[src/rtl/iob_ram_be_arbiter.sv]
// iob_ram_be_arbiter: two-master round-robin arbiter in front of one port
// of a byte-enabled, read-first RAM with 1-cycle read latency.
// Optional feature macro: IOB_RAM_ARB_CLR_EN (zero the whole RAM after reset
// before any access is granted).
//
// state | meaning
// ------+---------------------------------------------------------------
// CLR   | sweeping every address with zero, requests held off (macro only)
// ARB   | normal arbitration, init_done high
module iob_ram_be_arbiter #(
   parameter int ADDR_W = 10,
   parameter int DATA_W = 32
) (
   input  logic                clk,
   input  logic                rst,
   input  logic                r0_valid,
   input  logic [ADDR_W-1:0]   r0_addr,
   input  logic [DATA_W-1:0]   r0_wdata,
   input  logic [DATA_W/8-1:0] r0_wstrb,
   output logic                r0_ready,
   output logic                r0_rvalid,
   output logic [DATA_W-1:0]   r0_rdata,
   input  logic                r1_valid,
   input  logic [ADDR_W-1:0]   r1_addr,
   input  logic [DATA_W-1:0]   r1_wdata,
   input  logic [DATA_W/8-1:0] r1_wstrb,
   output logic                r1_ready,
   output logic                r1_rvalid,
   output logic [DATA_W-1:0]   r1_rdata,
   output logic                ram_en,
   output logic [DATA_W/8-1:0] ram_we,
   output logic [ADDR_W-1:0]   ram_addr,
   output logic [DATA_W-1:0]   ram_din,
   input  logic [DATA_W-1:0]   ram_dout,
   output logic                init_done
);

   logic inClr;
   logic arbEn;
   logic grant0;
   logic grant1;
   logic lastGrant;   // 1: r1 was granted last, so r0 wins the next contention

`ifdef IOB_RAM_ARB_CLR_EN
   typedef enum logic {CLR = 1'b0, ARB = 1'b1} state_t;

   state_t            state;
   state_t            stateNext;
   logic [ADDR_W-1:0] clrCnt;
   logic [ADDR_W-1:0] clrCntNext;

   // State register and sweep counter; reset always restarts the sweep at 0
   always_ff @(posedge clk) begin
      if (rst) begin
         state  <= CLR;
         clrCnt <= '0;
      end else begin
         state  <= stateNext;
         clrCnt <= clrCntNext;
      end
   end

   // Sweep advance; the last address hands over to ARB (counter wraps to 0)
   always_comb begin
      stateNext  = state;
      clrCntNext = clrCnt;
      if (state == CLR) begin
         clrCntNext = clrCnt + ADDR_W'(1);
         if (clrCnt == {ADDR_W{1'b1}}) stateNext = ARB;
      end
   end

   assign inClr = (state == CLR);
`else
   assign inClr = 1'b0;
`endif

   // While rst is high nothing is granted, even before the reset edge lands
   assign arbEn  = ~rst & ~inClr;
   assign grant0 = arbEn & r0_valid & (~r1_valid | lastGrant);
   assign grant1 = arbEn & r1_valid & (~r0_valid | ~lastGrant);

   // Round-robin pointer and per-requester read-valid pipeline
   always_ff @(posedge clk) begin
      if (rst) begin
         lastGrant <= 1'b1;
         r0_rvalid <= 1'b0;
         r1_rvalid <= 1'b0;
      end else begin
         if (grant0)      lastGrant <= 1'b0;
         else if (grant1) lastGrant <= 1'b1;
         r0_rvalid <= grant0 & ~|r0_wstrb;
         r1_rvalid <= grant1 & ~|r1_wstrb;
      end
   end

   // RAM port mux: granted requester, else the clear sweep, else idle
   always_comb begin
      r0_ready  = grant0;
      r1_ready  = grant1;
      init_done = arbEn;
      ram_en    = 1'b0;
      ram_we    = '0;
      ram_addr  = '0;
      ram_din   = '0;
      if (grant0) begin
         ram_en   = 1'b1;
         ram_we   = r0_wstrb;
         ram_addr = r0_addr;
         ram_din  = r0_wdata;
      end else if (grant1) begin
         ram_en   = 1'b1;
         ram_we   = r1_wstrb;
         ram_addr = r1_addr;
         ram_din  = r1_wdata;
      end
`ifdef IOB_RAM_ARB_CLR_EN
      else if (inClr && !rst) begin
         ram_en   = 1'b1;
         ram_we   = '1;
         ram_addr = clrCnt;
      end
`endif
   end

   assign r0_rdata = ram_dout;
   assign r1_rdata = ram_dout;

endmodule

[config.mk]
export PLATFORM = sky130hd
export DESIGN_NAME = iob_ram_be_arbiter
export DESIGN_NICKNAME = d
export VERILOG_FILES = /design/src/rtl/iob_ram_be_arbiter.sv
export SDC_FILE = /design/constraint.sdc
export NUM_CORES = 1
export LEC_CHECK = 0
export CAP_MARGIN = 20
export CORE_AREA = 2 2 95 97
export CTS_BUF_LIST = sky130_fd_sc_hd__clkbuf_8
export DETAILED_ROUTE_END_ITERATION = 16
export DIE_AREA = 0 0 97 99
export PLACE_DENSITY = 0.72
export SLEW_MARGIN = 20
export SYNTH_ARGS = -nofsm -noshare
export SYNTH_HDL_FRONTEND = slang
export SYNTH_SLANG_ARGS = --single-unit
[constraint.sdc]
create_clock -name clk -period 3.1 [get_ports clk]
set_input_delay 0.62 -clock clk [delete_from_list [all_inputs] [get_ports clk]]
set_output_delay 0.62 -clock clk [all_outputs]
set_load 0.01 [all_outputs]
==> results by group <==
Pwr
  – Clk pwr share: between 20% and 30%
  – Seq pwr share: ~8.5%
  – Leakage power: about 1.0 nW
  – PD cells: ~200 mW/mm²
  – Power Internal: ~340 µW
  – VDD IR-drop max: approximately 76 µV
  – Logic pwr share: 68.7%
  – Switching power: about 140 µW
  – Switching part of the total: around 29%

Yosys
  – Sequential area share after synthesis: under 10%
  – Syn Nets: approximately 270
  – Cell taking the most area after synthesis: buf_4
  – Synth top area share: 43.1%
  – Synthesized area: roughly 0.0011 mm²
  – Synth unique cells: 18
  – Register bit total from synthesis: 3
  – Cells after Synth: between 100 and 150
  – Avg Cell Area, Syn: between 7 and 8 µm²
  – Yosys warning count: 0
  – Top cells by area, synth: buf_4 (43%), a22o_1 (35%), dfxtp_1 (5.4%)

Floorplan
  – Die Wd: between 90 and 100 µm
  – Starting Density: around an eighth
  – Core area: 0.00855 mm²
  – Die area: between 0.009 and 0.01 mm²
  – IO Count: ~240
  – Die height: between 90 and 100 µm
  – # rows: 34

Worst setup path
  – WP data arrival: around 2400 ps
  – Reg-to-Reg Start: lastGrant
  – Setup CP Type: primary input to output pin
  – Crit-path max FO: 12
  – Setup crit start kind: primary input
  – Worst Path Required: 2480 ps
  – Worst setup startpoint: r0_valid
  – CP endpoint kind: output pin

Placed design
  – Routability cong.: about 0.84
  – Placed Cells: approximately 330
  – PortBufs: 147
  – DP HPWL: between 4000 and 5000 µm

Clock tree
  – Root Buffer: clkbuf_8
  – CTS tree: built
  – CTS Buffer Depth: 2
  – Clk sinks: 3
  – CTS Buf Count: 3
  – Worst skew pair latency: between 200 and 250 ps
  – H-tree levels: 1
  – Clk pin slew, worst setup/hold paths: 30 ps

Final layout
  – Share of the core filled with cells: between 20 and 30%
  – Area grow syn2layout: 111%
  – Most frequent cells in the layout: clkdlybuf4s50_1 (127), a22o_1 (43), dlygate4sd2_1 (14), dlymetal6s2s_1 (6)
  – Register Area: 60.1 µm²
  – Filler instances: approximately 920
  – Antenna cells: 0
  – Final instance count without filler cells: ~340
  – Multi-input gate area: about 540 µm²
  – Share of layout cells above drive strength 1: between 8 and 9%
  – Commonest non-fill, non-tap cell in the layout: clkdlybuf4s50_1
  – Final nets: ~360

Global routing
  – First-pass GRT wire length: around 9000 µm
  – Number of global-route vias before repair: roughly 1.5k
  – Gr ovfl total: 0
  – Initial antenna violation count: 0
  – Pin count of the biggest net entering global routing: 39
  – Global Route Usage Sum: 12.4%

Worst hold path
  – Hold Crit Class: flip-flop to flip-flop
  – Critical hold path startpoint: lastGrant

Detailed routing
  – Residual DRC count: 0
  – Initial DRC count: 31
  – DR vias/cell: roughly 4.2
  – DRT antenna net count: 0
  – WL final: 6700 µm
  – Drt pass-1 iters: 4
  – Total number of vias: ~1.4k
  – Wire per inst: 19.9 µm

STA
  – Sum Neg Setup Slack: 0 ps
  – Maximum clock rate: 332 MHz
  – Hold Fails Final Rpt: 0
  – RSZ-0062 raised after global routing: false
  – Final period util: around 97%
  – Slew HR: roughly four fifths
  – Min Tclk post-route: around 3000 ps
  – Setup violators final: 0
  – Count of pins over their slew limit: 0
  – Worst slew pin tran: around 270 ps
  – Hold WS: 530 ps
  – Layout Skew: ~1.4 ps

Run status
  – Status: finished clean

Job
  – Maxcap violations: 0
## power groups by stage
stage | clock [mW] | combinational [mW] | sequential (mW)
final | 0.109 | 0.329 | 0.0409
after detailed placement | 0 | 0.320 | 0.0412
after global placement | 0 | 0.321 | 0.0412
after global routing | 0.118 | 0.347 | 0.0410
after floorplan | 0 | 0.179 | 0.0412
after CTS | 0.113 | 0.325 | 0.0408
## registers in the layout, indices dropped and copies added, names as in the netlist
register / flops
lastGrant: 1
r0_rvalid: 1
r1_rvalid: 1
## synthesized netlist by cell type
master / count
nand2_1: 2
and4_1: 1
and2_4: 1
buf_4: 64
inv_2: 1
buf_2: 6
buf_6: 4
inv_1: 2
o41ai_1: 2
nand2b_1: 1
and3_1: 2
dfxtp_1: 3
o21ai_0: 1
nor2_1: 3
a22o_1: 44
nor4_1: 1
nor2b_2: 1
nand3_1: 2
## metrics by stage
stage	total power [mW]	instance area [µm²]	worst slack, ps
after detailed placement	0.361	2220	-174
final	0.479	2360	87.1
after CTS	0.478	2290	-1.33
after floorplan	0.220	1110	937
after global routing	0.506	2360	3.00
after global placement	0.362	2220	-188
## critical path, stage by stage
cell and delay [ps]:
clkdlybuf4s50_1 510, nor2b_4 260, and2_4 290, a22o_1 180
clkdlybuf4s50_1 530
## final cells by class
cell class	count	share of cell area [%]
Tap cell	108	5.74
Sequential cell	3	2.55
Clock inverter	1	0.159
Clock buffer	3	1.75
Timing Repair Buffer	154	66.6
Inverter	3	0.478
Multi-Input combinational cell	64	22.7
## path summary, 6_finish.rpt
path,end,slack (ps),cells after the start
worst min-delay path,lastGrant,530,2
worst max-delay path,ram_addr[5],90,5
worst max register to register,r1_rvalid,1960,4
worst min register to register,lastGrant,530,2
## cell families (layout without fill, tap and decap cells)
family / after synthesis / in the layout / share of synthesized area (%)
AOI/OAI and AO/OA: 47 / 47 / 36.6
and+or+nand+nor: 14 / 17 / 7.18
DFF: 3 / 3 / 5.39
buffers and inverters: 77 / 161 / 50.8
## metal layers
metal,vias to the layer above,track usage [%],part of all wire (%)
li1,629,-,-
met2,102,20.6,46
met4,0,4.23,2.2
met1,658,15.1,41
met3,17,4.18,10
met5,-,0,0
## timing repair
action                                  in CTS  in global routing
hold buffers                                 0                  0
pin swaps                                    2                  0
setup buffers                                0                  0
endpoints found under the setup margin      45                 26
resized for setup                           20                  7
gates cloned                                 3                  2
(Power assumes the default switching activity.)
